### src/rtl/booth_pkg.sv
// Shared types and sizing helpers for the sequential Booth multiplier.
// Sizing: N is the extended operand width, NE is N rounded up to even, ITER is the iteration count.
package booth_pkg;

    typedef enum logic [1:0] {
        IDLE = 2'd0,
        CALC = 2'd1,
        DONE = 2'd2
    } state_t;

    typedef enum logic [2:0] {
        ZERO = 3'd0,
        P1   = 3'd1,
        P2   = 3'd2,
        M1   = 3'd3,
        M2   = 3'd4
    } digit_t;

    function automatic int calc_n(input int width);
        return width + 1;
    endfunction

    function automatic int calc_ne(input int width);
        return calc_n(width) + (calc_n(width) % 2);
    endfunction

    function automatic int calc_iter(input int width, input bit radix4);
        return radix4 ? calc_ne(width) / 2 : calc_n(width);
    endfunction

endpackage

### src/rtl/booth_recoder.sv
// Booth digit recoder: maps a 3-bit multiplier window to a signed digit and the
// matching NE+1-bit addend. For radix-2, drive the window as {q0, q0, q_m1}.
module booth_recoder
    import booth_pkg::*;
#(
    parameter int NE = 10
) (
    input  logic [2:0]    window,
    input  logic [NE-1:0] m,
    output digit_t        digit,
    output logic [NE:0]   addend
);

    logic [NE:0] m1;
    logic [NE:0] m2;

    assign m1 = {m[NE-1], m};
    // m holds a sign-extended N-bit value with N <= NE, so doubling still fits in NE+1 bits
    assign m2 = {m, 1'b0};

    always_comb begin
        digit = ZERO;
        case (window)
            3'b000, 3'b111: digit = ZERO;
            3'b001, 3'b010: digit = P1;
            3'b011:         digit = P2;
            3'b100:         digit = M2;
            3'b101, 3'b110: digit = M1;
            default:        digit = ZERO;
        endcase
    end

    always_comb begin
        addend = '0;
        case (digit)
            P1:      addend = m1;
            P2:      addend = m2;
            M1:      addend = -m1;
            M2:      addend = -m2;
            default: addend = '0;
        endcase
    end

endmodule

### src/rtl/booth_mult_seq.sv
// Sequential Booth multiplier, radix-2 or radix-4, one recoding step per clock,
// with a start/busy/done handshake and a held product register.
module booth_mult_seq
    import booth_pkg::*;
#(
    parameter int WIDTH  = 8,
    parameter bit RADIX4 = 1'b0
) (
    input  logic                 clk,
    input  logic                 rst_n,
    input  logic                 start,
    input  logic                 signed_op,
    input  logic [WIDTH-1:0]     multiplicand,
    input  logic [WIDTH-1:0]     multiplier,
    output logic                 busy,
    output logic                 done,
    output logic [2*WIDTH-1:0]   product
);

    localparam int N     = calc_n(WIDTH);
    localparam int NE    = calc_ne(WIDTH);
    localparam int ITER  = calc_iter(WIDTH, RADIX4);
    localparam int STEP  = RADIX4 ? 2 : 1;
    // Radix-2 only shifts N times, so the product sits NE-N bits up in {A,Q}
    localparam int OFF   = NE - ITER * STEP;
    localparam int CNT_W = $clog2(ITER);

    state_t             state_reg;
    logic [NE:0]        a_reg;
    logic [NE-1:0]      q_reg;
    logic               qm1_reg;
    logic [NE-1:0]      m_reg;
    logic [CNT_W-1:0]   cnt_reg;
    logic               busy_reg;
    logic               done_reg;
    logic [2*WIDTH-1:0] product_reg;

    logic [NE-1:0]      mcand_ext;
    logic [NE-1:0]      mplier_ext;
    logic [2:0]         window;
    digit_t             digit;
    logic [NE:0]        addend;
    logic [NE:0]        sum;
    logic [2*NE+1:0]    shifted;
    logic [NE:0]        a_next;
    logic [NE-1:0]      q_next;
    logic               qm1_next;

    assign mcand_ext  = {{(NE-WIDTH){signed_op & multiplicand[WIDTH-1]}}, multiplicand};
    assign mplier_ext = {{(NE-WIDTH){signed_op & multiplier[WIDTH-1]}}, multiplier};

    assign window = RADIX4 ? {q_reg[1], q_reg[0], qm1_reg} : {q_reg[0], q_reg[0], qm1_reg};

    booth_recoder #(
        .NE(NE)
    ) u_recoder (
        .window (window),
        .m      (m_reg),
        .digit  (digit),
        .addend (addend)
    );

    assign sum     = (digit == ZERO) ? a_reg : a_reg + addend;
    assign shifted = $signed({sum, q_reg, qm1_reg}) >>> STEP;

    assign a_next   = shifted[2*NE+1:NE+1];
    assign q_next   = shifted[NE:1];
    assign qm1_next = shifted[0];

    always_ff @(posedge clk) begin
        if (!rst_n) begin
            state_reg   <= IDLE;
            a_reg       <= '0;
            q_reg       <= '0;
            qm1_reg     <= 1'b0;
            m_reg       <= '0;
            cnt_reg     <= '0;
            busy_reg    <= 1'b0;
            done_reg    <= 1'b0;
            product_reg <= '0;
        end else begin
            case (state_reg)
                IDLE: begin
                    done_reg <= 1'b0;
                    // busy is still high during the done cycle, which blocks a new accept there
                    if (start && !busy_reg) begin
                        m_reg     <= mcand_ext;
                        q_reg     <= mplier_ext;
                        a_reg     <= '0;
                        qm1_reg   <= 1'b0;
                        cnt_reg   <= CNT_W'(ITER - 1);
                        busy_reg  <= 1'b1;
                        state_reg <= CALC;
                    end else begin
                        busy_reg <= 1'b0;
                    end
                end
                CALC: begin
                    a_reg   <= a_next;
                    q_reg   <= q_next;
                    qm1_reg <= qm1_next;
                    cnt_reg <= cnt_reg - 1'b1;
                    if (cnt_reg == '0) begin
                        state_reg <= DONE;
                    end
                end
                DONE: begin
                    product_reg <= (2*WIDTH)'({a_reg, q_reg} >> OFF);
                    done_reg    <= 1'b1;
                    state_reg   <= IDLE;
                end
                default: begin
                    state_reg <= IDLE;
                    busy_reg  <= 1'b0;
                    done_reg  <= 1'b0;
                end
            endcase
        end
    end

    assign busy    = busy_reg;
    assign done    = done_reg;
    assign product = product_reg;

endmodule
### config.mk
export PLATFORM = sky130hd
export DESIGN_NAME = booth_mult_seq
export DESIGN_NICKNAME = d
export VERILOG_FILES = /design/src/rtl/booth_pkg.sv /design/src/rtl/booth_recoder.sv /design/src/rtl/booth_mult_seq.sv
export SDC_FILE = /design/constraint.sdc
export NUM_CORES = 1
export LEC_CHECK = 0
export CORE_MARGIN = 2
export CORE_UTILIZATION = 51
export DETAILED_ROUTE_END_ITERATION = 10
export PLACE_DENSITY = 0.83
export SYNTH_ARGS = -nofsm -noshare
export SYNTH_HDL_FRONTEND = slang
export SYNTH_SLANG_ARGS = --single-unit
### constraint.sdc
create_clock -name clk -period 7.1 [get_ports clk]
set_input_delay 0.71 -clock clk [delete_from_list [all_inputs] [get_ports clk]]
set_output_delay 0.71 -clock clk [all_outputs]
set_load 0.05 [all_outputs]
=== After elaboration in Yosys (flattened, before gate mapping) ===
Memory sizes are Yosys's and may differ from the RTL's. A register that Yosys moved wholly into a read port is not among the register bits.
Index checks and enable logic that the tools add are counted.

* Latch bits: 0
* Bits in writable memories: 0
* Bits of input ports: 20
* Flip-flop bits (word level): 55
* Memories kept: 1
* Logic and storage cells: 52
* Output and inout port bits: 18
* ROM bits: 24

* Shifts and indexed selects: 0
* Mux-type cells: 18
* $add $sub $neg: 4
* $lt $le $gt $ge: 0
* Bitwise operators: 2
* Reduce and logical (&&, ||, !) cells: 10
* Div/mod/pow operators: 0
* Equality and inequality tests: 8
* $mul: 0

{| class="wikitable"
|+ Memory list
! name !! words !! width !! read ports !! clocked after Yosys merged registers in !! wr ports !! line !! source
|-
| (no name shown) || 8 || 3 || 1 || 1 || 0 || booth_recoder.sv:23 || <nowiki>case (window)</nowiki>
|}

{| class="wikitable"
|+ Operator list
! kind !! number
|-
| case mux 11 bit (4 select lines) || 1
|-
| 2-to-1 mux 11 bit || 2
|-
| negation 11 bit || 2
|-
| case mux 11 bit (2 select lines) || 1
|-
| case mux 10 bit (2 select lines) || 1
|-
| adder 11 bit || 1
|-
| 2-to-1 mux 10 bit || 1
|-
| case mux 4 bit (2 select lines) || 1
|-
| == test 3 x 2 -> 1 bit, second input constant || 2
|-
| 2-to-1 mux 3 bit || 2
|-
| case mux 1 bit (2 select lines) || 3
|-
| AND reduction 2 bit || 3
|-
| zero test 4 bit || 1
|-
| 2-to-1 mux 2 bit || 2
|-
| 2-to-1 mux 4 bit || 1
|-
| != test 2 bit, second input constant || 2
|-
| case mux 2 bit (2 select lines) || 1
|-
| subtractor 4 x 1 -> 4 bit, second input constant || 1
|-
| == test 3 x 1 -> 1 bit, second input constant || 1
|-
| == test 3 bit, second input constant || 1
|-
| zero test 3 bit || 1
|-
| AND 1 bit || 2
|-
| == test 2 x 1 -> 1 bit, second input constant || 1
|-
| == test 2 bit, second input constant || 1
|-
| 6 further kinds || 7
|}

=== Longest topological paths before layout ===
Gate-level depths: netlist (run 1).

* Depth in word-level cells: 7
* Depth in mapped cells: 13

=== Modules after synthesis ===
From an unflattened synthesis (run 1), not the netlist that was laid out.

* Cells, all modules: 400
* Area, all modules: 3342.0 um2

{| class="wikitable"
|+ By module, submodules not included
! module !! times used !! cells an instance !! area an instance (um2)
|-
| booth_mult_seq || 1 || 312 || 2727.6
|-
| booth_recoder || 1 || 88 || 614.3
|}

=== Least setup slack after synthesis (run 1) ===
Ideal clock, no wire load.

* Path kind: reg-to-reg
* Start point: register m_reg[0]
* End point: register a_reg[9]
* Period minus slack after synthesis: 2581 ps
* Setup slack: 4519 ps
* Cell stages (with the launch flop): 13
* Arrival: 2446 ps
* Data required time: 6965 ps
* Cells stage by stage: dfxtp_1 inv_1 ha_1 nor4b_4 a21oi_1 a21o_1 a21o_1 ha_1 a41o_1 a21o_1 a221oi_4 xor2_1 o22ai_1

* Word-level cells in the longest chain between the ends: 5

{| class="wikitable"
|+ Ends and longest elaborated chain
! item !! line !! source
|-
| from (decl) || booth_mult_seq.sv:32 || <nowiki>logic [NE-1:0] m_reg;</nowiki>
|-
| from (signal assigned) || booth_mult_seq.sv:87 || <nowiki>m_reg <= mcand_ext;</nowiki>
|-
| negation 11 bit, on equally long branches || booth_recoder.sv:38, booth_recoder.sv:39 ||
|-
| case mux 11 bit (4 select lines) * || booth_recoder.sv:35 || <nowiki>case (digit)</nowiki>
|-
| adder 11 bit * || booth_mult_seq.sv:63 || <nowiki>assign sum = (digit == ZERO) ? a_reg : a_reg + addend;</nowiki>
|-
| 2-to-1 mux 11 bit * || booth_mult_seq.sv:63 ||
|-
| case mux 11 bit (2 select lines) * || booth_mult_seq.sv:82 || <nowiki>case (state_reg)</nowiki>
|-
| to (signal assigned) || booth_mult_seq.sv:99 || <nowiki>a_reg <= a_next;</nowiki>
|-
| to (decl) || booth_mult_seq.sv:29 || <nowiki>logic [NE:0] a_reg;</nowiki>
|}

Every way passes the cells marked *; elsewhere a longest branch is shown, timed or not.
A chain may end at the register's enable or synchronous reset.

=== Worst setup path in the final report (run 1) ===
Ends and elaborated chain as after synthesis.

==> Implementation_results.wiki, run 1 <==
{| class="wikitable"
! Metric !! Value
|-
| Num ports || 38
|-
| Required @ worst endpoint || 7.29 ns
|-
| Clock tree buffer depth || 2
|-
| Max Fanout on Critical Path || 6
|-
| Starting utilization of the core area || a little over half
|-
| Number of antenna violations at the first check in global routing || 0
|-
| Signed area change from the synthesized netlist to the final layout || 14.5%
|-
| Syn_nets || 421
|-
| Width of the die || around 83 microns
|-
| Die Outline Area || 6910 sq um
|-
| Result of the run || completed
|-
| DP Worst Slack || 4.28 ns
|-
| Hold crit path type || reg2reg
|-
| First-pass GRT wire length || 12.1 mm
|-
| Arrival @ worst endpoint || a little over 3 ns
|-
| Standard-cell row count || 28
|-
| Port Buffer Count || 37
|-
| Worst setup EP type || register
|-
| Clock transition at the register clock pins on the worst setup and hold paths after CTS || approximately 0.11 ns
|-
| Number of antenna diodes || 0
|-
| Ys flop type || sky130_fd_sc_hd__dfxtp_1
|-
| Cell mode on critical path || sky130_fd_sc_hd__a21o_1
|-
| DRC violations left || 0
|-
| Num CTS Buffers || 5
|-
| Share of flip-flops with an asynchronous set or reset || 0%
|-
| Worst max-slew margin expressed relative to the limit || 30.4%
|-
| Total routing resource utilization after global routing || between 20% and 30%
|-
| Slew Limit Fails || 0
|-
| Final critical-path share of the clock period || between 40% and 50%
|-
| Cells along the critical path || inv_1 -> ha_1 -> nor4b_4 -> a21oi_1 -> a21o_1 -> a21o_1 -> ha_1 -> a41o_1 -> a21o_1 -> a221oi_4 -> xor2_1 -> o22ai_1
|-
| First-pass iteration count of the detailed router || 4
|-
| Setup Crit Path Kind || reg2reg
|-
| Max Fclk || roughly 340 MHz
|-
| Post-synth EDFFs || 0
|-
| Clock net sink count || 56
|-
| Nets@finish || ~450
|-
| Setup violators final || 0
|-
| DRC violation total after the first TritonRoute iteration || between 200 and 250
|-
| CTS tree || built
|-
| Number of register bits inferred by synthesis || 56
|-
| Total wirelength of the detailed-routed design || 7.26 mm
|-
| Count of antenna-violating nets left after detailed routing || 0
|-
| H-tree depth || 2
|-
| Mapped Avg Cell Area || roughly 8.3 sq um
|-
| Leakage power figure || 1.40 nW
|-
| Setup Buffers After CTS || 0
|-
| Height of the die || 83.1 microns
|-
| Per-cell routed wire length || roughly 15 microns
|-
| Unrepaired setup endpoints after global routing || false
|-
| Share of post-route cells with drive strength above 1 || 5.13%
|-
| Final sum of negative setup slack || 0 ns
|-
| Via count of the first global-routing pass || 2551
|-
| Core area || ~6000 sq um
|-
| Power density over the cells || between 200 and 300 nW/um^2
|-
| Unique masters post-synth || 63
|-
| Filler Cells Inserted || between 500 and 600
|-
| Mapped cell area || approximately 3200 sq um
|-
| Number of hold-slack violations in the final timing report || 0
|-
| Register area share after synthesis || a little over a third
|-
| Maximum single-stage delay on the critical path || ~0.37 ns
|-
| Post-DP HPWL || ~5.2 mm
|-
| Total number of vias || between 2000 and 3000
|-
| Global route total overflow || 0
|-
| Peak VDD IR || ~130 uV
|-
| Number of warnings issued by yosys || 0
|-
| Placer Congestion || about 0.96
|-
| Largest net degree at the start of global routing || 36
|-
| Final worst setup slack || 4.19 ns
|-
| Source-to-sink clock delay at the later pin of the worst-skew pair || approximately 0.32 ns
|-
| Crit path max-delay cell type || sky130_fd_sc_hd__dfxtp_1
|-
| Number of gates resized after cts || 0
|-
| Number of violations of the max-capacitance limit || 0
|-
| Post-Synthesis Cells || around 380
|-
| CTS hold repair buffers || 0
|-
| Final clock skew || 0.00976 ns
|-
| Post-DR vias/cell || around 5.8
|-
| Post-layout min period || ~2.9 ns
|-
| Root Buffer || sky130_fd_sc_hd__clkbuf_8
|-
| Startpoint types || register
|-
| Least-Margin Pin Slew || 1.04 ns
|-
| Max FFs per register || 16
|}
==> worst max-delay path, delay by kind of cell (launching register included) <==
kind,cells,cell delay [ns]
AO/OA/AOI/OAI,7,1.30
adder cells (fa/ha/maj),2,0.51
flip-flops,1,0.37
AND/OR/NAND/NOR,1,0.35
XOR/XNOR,1,0.16
buffers and inverters,1,0.10
==> power by group <==
group	switching [mW]	total (mW)	leakage [nW]	internal [mW]
Sequential	0.0556	0.410	0.456	0.355
Clock	0.111	0.182	0.0456	0.0708
Combinational	0.208	0.341	0.900	0.133
Total	0.375	0.933	1.40	0.559
==> area by class of cell <==
type,instances,area [sq um],area share [%]
multi-input cells,292,1920,52.5
inverters,14,52.6,1.44
clock buffers,6,72.6,1.98
clock inverters,2,13.8,0.376
repair buffers,39,385,10.5
flip-flops and latches,56,1120,30.6
well taps,75,93.8,2.56
==> cells in the mapped netlist, types with 8 or more instances <==
master	instances	area, sq um
sky130_fd_sc_hd__a211oi_1	8	60.1
sky130_fd_sc_hd__a21o_1	8	60.1
sky130_fd_sc_hd__a21oi_1	32	160
sky130_fd_sc_hd__buf_2	11	55.1
sky130_fd_sc_hd__dfxtp_1	56	1120
sky130_fd_sc_hd__ha_1	16	200
sky130_fd_sc_hd__inv_1	12	45.0
sky130_fd_sc_hd__mux2i_1	25	250
sky130_fd_sc_hd__nand2_1	48	180
sky130_fd_sc_hd__nand2b_1	8	50.1
sky130_fd_sc_hd__nor2_1	42	158
sky130_fd_sc_hd__o21ai_0	16	80.1
==> cell usage in the layout, fill, tap and decap left out, drive strengths merged, types with 3 or more instances in the layout <==
cell            n
dfxtp          56
nand2          49
nor2           42
clkdlybuf4s50  37
a21oi          33
mux2i          25
o21ai          23
ha             16
inv            15
a211oi          9
nand2b          8
a21o            8
xor2            6
nand3           6
clkbuf          6
nand3b          4
and2            4
a31oi           4
a22oi           4
nor3            4
nor2b           3
a32o            3
o211ai          3
a221oi          3
==> layer usage <==
layer  global-route usage, %  part of all wire, %  routed length [microns]
met1                    26.9                   45                     3280
met5                       0                    0                        0
met3                    4.37                  4.4                      322
met4                    7.15                  1.7                      125
met2                    35.6                   49                     3530
==> metrics by stage <==
step	instances	utilization, %	hold slack, ns	power, mW	area, sq um
2_1_floorplan	384	-	0.444	0.676	3190
3_3_place_gp	476	59.6	0.470	0.744	3570
3_5_place_dp	476	59.6	0.477	0.755	3570
4_1_cts	484	61.1	0.497	0.935	3660
5_1_grt	484	61.1	0.532	0.993	3660
6_report	484	61.1	0.496	0.933	3660
==> cell families (layout without fill, tap and decap cells) <==
family | Yosys count | count (layout) | share of synthesized area (%)
AND/OR/NAND/NOR | 130 | 130 | 19.1
flip-flops | 56 | 56 | 35.1
XOR/XNOR | 8 | 8 | 2.19
buffers and inverters | 36 | 61 | 4.82
multiplexers | 26 | 26 | 8.19
AO/OA/AOI/OAI | 111 | 111 | 23.7
adder cells (fa/ha/maj) | 17 | 17 | 6.89
==> final timing paths <==
path	to	slack [ns]	startpoint	cells past startpoint
worst max register to register	a_reg[9]	4.19	m_reg[0]	12
worst max-delay path	a_reg[9]	4.19	m_reg[0]	12
worst min-delay path	cnt_reg[2]	0.50	cnt_reg[2]	2
worst min register to register	cnt_reg[2]	0.50	cnt_reg[2]	2
No activity file was read; power rests on OpenSTA's default activity.
==> run 2: changes to the inputs <==
==> constraint.sdc (replaced) <==
create_clock -name clk -period 2.89 [get_ports clk]
set_input_delay 0.289 -clock clk [delete_from_list [all_inputs] [get_ports clk]]
set_output_delay 0.289 -clock clk [all_outputs]
set_load 0.05 [all_outputs]
==> Implementation_results.wiki, run 2 (synthesis gave the netlist of run 1 again) <==
{| class="wikitable"
! Metric !! Value
|-
| Via count of the first global-routing pass || 2848 (+12%)
|-
| Leakage power figure || 1.45 nW (+3.3%)
|-
| Clock tree buffer depth || 2 (unchanged)
|-
| Number of buffer and inverter stages on the critical path || 1 (unchanged)
|-
| CTS tree || built
|-
| Signed area change from the synthesized netlist to the final layout || 18.8%
|-
| Final critical-path share of the clock period || 95.4% (+54 points)
|-
| Final worst setup slack || 0.134 ns (-4.05 ns)
|-
| Starting utilization of the core area || 53.3% (unchanged)
|-
| Die Outline Area || 6910 sq um (unchanged)
|-
| Hold crit path type || reg2reg
|-
| Final sum of negative setup slack || 0 ns (unchanged)
|-
| Standard-cell row count || 28 (unchanged)
|-
| Path depth of the worst reg2reg path || 11 (-1)
|-
| Number of hold-slack violations in the final timing report || 0 (unchanged)
|-
| CP Depth || 11 (-1)
|-
| Total number of vias || 2887 (+2.6%)
|-
| Cells along the critical path || inv_1 -> ha_4 -> nor4b_4 -> a21boi_2 -> o2bb2ai_2 -> ha_2 -> a41o_1 -> a21o_1 -> a221oi_4 -> xor2_1 -> o22ai_1
|-
| Most common cell after layout, fill and taps aside || sky130_fd_sc_hd__dfxtp_1
|-
| Placer Congestion || 0.912 (-4.9%)
|-
| Maximum single-stage delay on the critical path || 0.38 ns (about the same)
|-
| Post-DP HPWL || 5.43 mm (+5.4%)
|-
| Width of the die || 83.1 microns (unchanged)
|-
| Total wirelength of the detailed-routed design || 7.60 mm (+4.6%)
|-
| First-pass GRT wire length || 12.8 mm (+6.1%)
|-
| Per-cell routed wire length || 15.4 microns (+2.7%)
|-
| Post-DR vias/cell || 5.86 (+0.72%)
|-
| DP Worst Slack || 0.0643 ns (-4.22 ns)
|-
| Nets@finish || 454 (+2.0%)
|-
| Post-layout min period || 2.76 ns (-0.156 ns)
|-
| Power Total || 2.37 mW (+150%)
|-
| DRC violations left || 0 (unchanged)
|-
| Least-Margin Pin Slew || 0.921 ns (-0.122 ns)
|-
| First-pass iteration count of the detailed router || 4 (unchanged)
|-
| Root Buffer || sky130_fd_sc_hd__clkbuf_8
|-
| Setup slack, reg-to-reg || 0.13 ns (-4.05 ns)
|-
| Port Buffer Count || 37 (unchanged)
|-
| Largest net degree at the start of global routing || 29 (-19%)
|-
| Count of antenna-violating nets left after detailed routing || 0 (unchanged)
|-
| Number of antenna violations at the first check in global routing || 0 (unchanged)
|-
| Startpoint types || register
|-
| Max FFs per register || 16 (unchanged)
|-
| Max Fanout on Critical Path || 6 (unchanged)
|-
| Setup violators final || 0 (unchanged)
|-
| DRC violation total after the first TritonRoute iteration || 216 (-10%)
|-
| Result of the run || completed
|-
| Clock net sink count || 56 (unchanged)
|-
| Number of violations of the max-capacitance limit || 0 (unchanged)
|-
| Slew Limit Fails || 0 (unchanged)
|-
| Required @ worst endpoint || 3.07 ns (-4.22 ns)
|-
| Number of antenna diodes || 0 (unchanged)
|-
| Num CTS Buffers || 5 (unchanged)
|-
| Top delay family on crit path || compound AO/OA/AOI/OAI gates
|-
| Hold Crit Depth || 2 (unchanged)
|-
| Clock transition at the register clock pins on the worst setup and hold paths after CTS || 0.10 ns (about the same)
|-
| Total routing resource utilization after global routing || 22.0% (+0.87 points)
|-
| Worst max-slew margin expressed relative to the limit || 38.5% (+8.1 points)
|-
| Num ports || 38 (unchanged)
|-
| Max Fclk || 363 MHz (+5.7%)
|-
| Core area || 5990 sq um (unchanged)
|-
| Arrival @ worst endpoint || 2.94 ns (-0.17 ns)
|-
| Setup Crit Path Kind || reg2reg
|-
| Worst hold-check slack || 0.497 ns (+0.00123 ns)
|-
| Peak VDD IR || 423 uV (+220%)
|-
| Commonest cells after routing, fill and taps aside || sky130_fd_sc_hd__dfxtp_1 (53), sky130_fd_sc_hd__nand2_1 (48), sky130_fd_sc_hd__nor2_1 (42)
|-
| Global route total overflow || 0 (unchanged)
|-
| Source-to-sink clock delay at the later pin of the worst-skew pair || 0.31 ns (about the same)
|-
| Final clock skew || 0.00569 ns (-0.00407 ns)
|-
| H-tree depth || 2 (unchanged)
|-
| Height of the die || 83.1 microns (unchanged)
|-
| Power density over the cells || 626 nW/um^2 (+150%)
|-
| Crit path max-delay cell type || sky130_fd_sc_hd__dfxtp_4
|-
| Share of post-route cells with drive strength above 1 || 9.81% (+4.7 points)
|-
| Worst setup EP type || register
|}
-- run 2: where the power goes --
group	total, mW	internal [mW]	switching [mW]
sequential	1.01	0.873	0.132
combinational	0.919	0.366	0.553
clock	0.449	0.196	0.254
total	2.37	1.43	0.939
-- run 2: worst register-to-register path: stages (launching register included) --
cell and delay, ns:
sky130_fd_sc_hd__dfxtp_4 0.38, sky130_fd_sc_hd__inv_1 0.11, sky130_fd_sc_hd__ha_4 0.14, sky130_fd_sc_hd__nor4b_4 0.35
sky130_fd_sc_hd__a21boi_2 0.10, sky130_fd_sc_hd__o2bb2ai_2 0.20, sky130_fd_sc_hd__ha_2 0.35, sky130_fd_sc_hd__a41o_1 0.25
sky130_fd_sc_hd__a21o_1 0.20, sky130_fd_sc_hd__a221oi_4 0.29, sky130_fd_sc_hd__xor2_1 0.17, sky130_fd_sc_hd__o22ai_1 0.09
-- run 2: metrics by stage --
step | cells | cell area (sq um) | utilization [%]
after global placement | 484 | 3630 | 60.6
after detailed placement | 484 | 3630 | 60.6
after floorplan | 384 | 3190 | -
after CTS | 492 | 3730 | 62.2
after global routing | 493 | 3790 | 63.3
final | 493 | 3790 | 63.3
-- run 2: layer usage --
layer	global-route usage (%)	share of wire (%)	vias to the layer above
met5	0	0	-
met4	7.00	1.7	0
met3	4.17	4.1	14
met2	39.0	50	76
met1	26.7	45	1365
li1	-	-	1432
-- run 2: repair_timing --
item	CTS	global route
hold buffers	0	0
buffers inserted	0	1
setup endpoints to repair	0	4
gates resized for setup	0	15
-- run 2: final timing paths --
path	startpoint	end
hold reg to reg	q_reg[8]	q_reg[8]
setup / recovery	m_reg[0]	a_reg[9]
hold / removal	q_reg[8]	q_reg[8]
setup reg to reg	m_reg[0]	a_reg[9]
-- run 2: final cells by class --
cell class,count,area [sq um]
fillers,512,2200
multi-input cells,292,1970
flip-flops and latches,56,1130
repair buffers,48,453
well taps,75,93.8
clock buffers,7,86.3
inverters,14,52.6
clock inverters,1,7.51
==> run 3: changes to the inputs <==
--- a/config.mk
+++ b/config.mk
@@ -6,9 +6,9 @@
 export NUM_CORES = 1
 export LEC_CHECK = 0
 export CORE_MARGIN = 2
-export CORE_UTILIZATION = 51
+export CORE_UTILIZATION = 38
 export DETAILED_ROUTE_END_ITERATION = 10
-export PLACE_DENSITY = 0.83
+export PLACE_DENSITY = 0.67
 export SYNTH_ARGS = -nofsm -noshare
 export SYNTH_HDL_FRONTEND = slang
 export SYNTH_SLANG_ARGS = --single-unit
==> Implementation_results.wiki, run 3 (synthesis gave the netlist of run 1 again) <==
{| class="wikitable"
! Metric !! Value
|-
| Result of the run || completed
|-
| Met3 WL || 294 microns (-5.5%)
|-
| Slew Limit Fails || 0 (unchanged)
|-
| Number of buffer and inverter stages on the critical path || 2 (+1)
|-
| Max Fanout on Critical Path || 6 (unchanged)
|-
| Max Fclk || 366 MHz (+0.74%)
|-
| Commonest cells after routing, fill and taps aside || sky130_fd_sc_hd__dfxtp_1 (53), sky130_fd_sc_hd__nand2_1 (48), sky130_fd_sc_hd__nor2_1 (42)
|-
| Peak VDD IR || 339 uV (-20%)
|-
| Post-DR vias/cell || 5.38 (-8.2%)
|-
| Placer Congestion || 0.881 (-3.5%)
|-
| Max FFs per register || 16 (unchanged)
|-
| Root Buffer || sky130_fd_sc_hd__clkbuf_8
|-
| Number of hold-slack violations in the final timing report || 0 (unchanged)
|-
| Setup violators final || 0 (unchanged)
|-
| Most common cell after layout, fill and taps aside || sky130_fd_sc_hd__dfxtp_1
|-
| Source of the critical timing path || m_reg[0]
|-
| Launch instance of the worst register-to-register path || m_reg[0]
|-
| Post-layout min period || 2.74 ns (-0.0203 ns)
|-
| Power Total || 2.38 mW (+0.25%)
|-
| Share of post-route cells with drive strength above 1 || 8.87% (-0.94 points)
|-
| Final critical-path share of the clock period || 94.7% (-0.70 points)
|-
| Setup slack, reg-to-reg || 0.15 ns (+0.02 ns)
|-
| Arrival @ worst endpoint || 2.93 ns (about the same)
|-
| Standard-cell row count || 33 (+18%)
|-
| Top delay family on crit path || compound AO/OA/AOI/OAI gates
|-
| Clock net sink count || 56 (unchanged)
|-
| Count of antenna-violating nets left after detailed routing || 0 (unchanged)
|-
| Total wirelength of the detailed-routed design || 7.40 mm (-2.7%)
|-
| Post-Route M1 WL || 3.49 mm (+3.2%)
|-
| Core area || 8180 sq um (+36%)
|-
| Cell mode on critical path || sky130_fd_sc_hd__a21o_1
|-
| Worst max-slew margin expressed relative to the limit || 50.7% (+12 points)
|-
| Hold crit path type || in2reg
|-
| Startpoint types || register
|-
| First-pass GRT wire length || 12.5 mm (-2.6%)
|-
| Total routing resource utilization after global routing || 17.3% (-4.7 points)
|-
| Die Outline Area || 9160 sq um (+32%)
|-
| Per-cell routed wire length || 14.2 microns (-8.1%)
|-
| Via count of the first global-routing pass || 2624 (-7.9%)
|-
| Nets@finish || 453 (-0.22%)
|-
| Width of the die || 95.7 microns (+15%)
|-
| H-tree depth || 2 (unchanged)
|-
| Maximum single-stage delay on the critical path || 0.38 ns (about the same)
|-
| Cells along the critical path || inv_1 -> ha_1 -> nor4b_4 -> buf_4 -> nand2_2 -> a21oi_1 -> a21o_1 -> ha_4 -> a41o_1 -> a21o_1 -> a221oi_4 -> xor2_1 -> o22ai_1
|-
| Placement-stage cell area || 3670 sq um (+1.2%)
|-
| Filler Cells Inserted || 822 (+61%)
|-
| Num CTS Buffers || 5 (unchanged)
|-
| Clock transition at the register clock pins on the worst setup and hold paths after CTS || 0.12 ns (+0.02 ns)
|-
| DRC violation total after the first TritonRoute iteration || 125 (-42%)
|-
| Source-to-sink clock delay at the later pin of the worst-skew pair || 0.33 ns (+0.02 ns)
|-
| Power density over the cells || 623 nW/um^2 (-0.40%)
|-
| Highest layer used for signal routing || met4
|-
| Port Buffer Count || 37 (unchanged)
|-
| Required @ worst endpoint || 3.08 ns (about the same)
|-
| Number of violations of the max-capacitance limit || 0 (unchanged)
|-
| Post-DP HPWL || 5.37 mm (-1.1%)
|-
| Largest net degree at the start of global routing || 40 (+38%)
|-
| Crit path max-delay cell type || sky130_fd_sc_hd__dfxtp_2
|-
| Num ports || 38 (unchanged)
|-
| Area of the multi-input gates || 1960 sq um (-0.89%)
|-
| Number of antenna violations at the first check in global routing || 0 (unchanged)
|-
| Starting utilization of the core area || 39.1% (-14 points)
|-
| Layout Cell Area excl Fill || 3820 sq um (+0.66%)
|-
| First-pass iteration count of the detailed router || 4 (unchanged)
|-
| Sequential standard cell area || 1120 sq um (-0.22%)
|-
| CTS tree || built
|-
| Setup Crit Path Kind || reg2reg
|-
| DRC violations left || 0 (unchanged)
|-
| Hold Path Origin || multiplicand[6]
|-
| Clock tree buffer depth || 2 (unchanged)
|-
| Routed wire length on met2 || 3.48 mm (-7.8%)
|-
| Height of the die || 95.7 microns (+15%)
|-
| CTS hold repair buffers || 0 (unchanged)
|-
| Leakage power figure || 1.45 nW (about the same)
|-
| Number of antenna diodes || 0 (unchanged)
|-
| Signed area change from the synthesized netlist to the final layout || 19.6%
|-
| Total number of vias || 2806 (-2.8%)
|-
| Worst setup EP type || register
|-
| Final clock skew || 0.0134 ns (+0.00769 ns)
|-
| Global route total overflow || 0 (unchanged)
|-
| Least-Margin Pin Slew || 0.736 ns (-0.185 ns)
|}
## run 3: through the flow
| stage | setup TNS, ns | hold WS (ns) | util, % | setup slack [ns] | cells |
|---|---|---|---|---|---|
| global placement | 0 | 0.466 | 44.9 | 0.176 | 513 |
| finish | 0 | 0.493 | 46.7 | 0.155 | 522 |
| floorplan | 0 | 0.425 | - | 0.309 | 384 |
| global route | -0.000266 | 0.501 | 46.7 | -0.000266 | 522 |
| detailed placement | 0 | 0.479 | 44.9 | 0.0893 | 513 |
| CTS | 0 | 0.496 | 46.1 | 0.0590 | 521 |
## run 3: worst paths after layout
| check | endpoint | depth (start not counted) |
|---|---|---|
| min | m_reg[6] | 3 |
| max reg2reg | a_reg[9] | 13 |
| min reg2reg | cnt_reg[2] | 2 |
| max | a_reg[9] | 13 |
## run 3: metal layers
layer	global-route usage [%]	vias up
li1	-	1431
met4	5.36	0
met1	22.5	1305
met2	28.7	58
met5	0	-
met3	3.48	12
## run 3: area by class of cell
| type | instances | share of cell area, % |
|---|---|---|
| multi-input combinational | 292 | 51.2 |
| sequential | 56 | 29.4 |
| timing repair buffer | 47 | 12.0 |
| tap | 105 | 3.44 |
| clock buffer | 5 | 1.80 |
| inverter | 14 | 1.38 |
| clock inverter | 3 | 0.721 |
## run 3: power breakdown
group,switching (mW),total (mW),internal (mW)
Combinational,0.538,0.906,0.368
Sequential,0.127,1.00,0.873
Clock,0.295,0.474,0.179
## run 3: repair_timing
action | in CTS | in global routing
setup buffers | 0 | 1
setup endpoints to repair | 0 | 2
resized for setup | 0 | 8
## run 3: worst register-to-register path: stages, from the launching register on
cell,delay (ns)
sky130_fd_sc_hd__dfxtp_2,0.38
sky130_fd_sc_hd__inv_1,0.08
sky130_fd_sc_hd__ha_1,0.18
sky130_fd_sc_hd__nor4b_4,0.29
sky130_fd_sc_hd__buf_4,0.18
sky130_fd_sc_hd__nand2_2,0.06
sky130_fd_sc_hd__a21oi_1,0.16
sky130_fd_sc_hd__a21o_1,0.13
sky130_fd_sc_hd__ha_4,0.21
sky130_fd_sc_hd__a41o_1,0.17
sky130_fd_sc_hd__a21o_1,0.20
sky130_fd_sc_hd__a221oi_4,0.30
sky130_fd_sc_hd__xor2_1,0.18
sky130_fd_sc_hd__o22ai_1,0.09
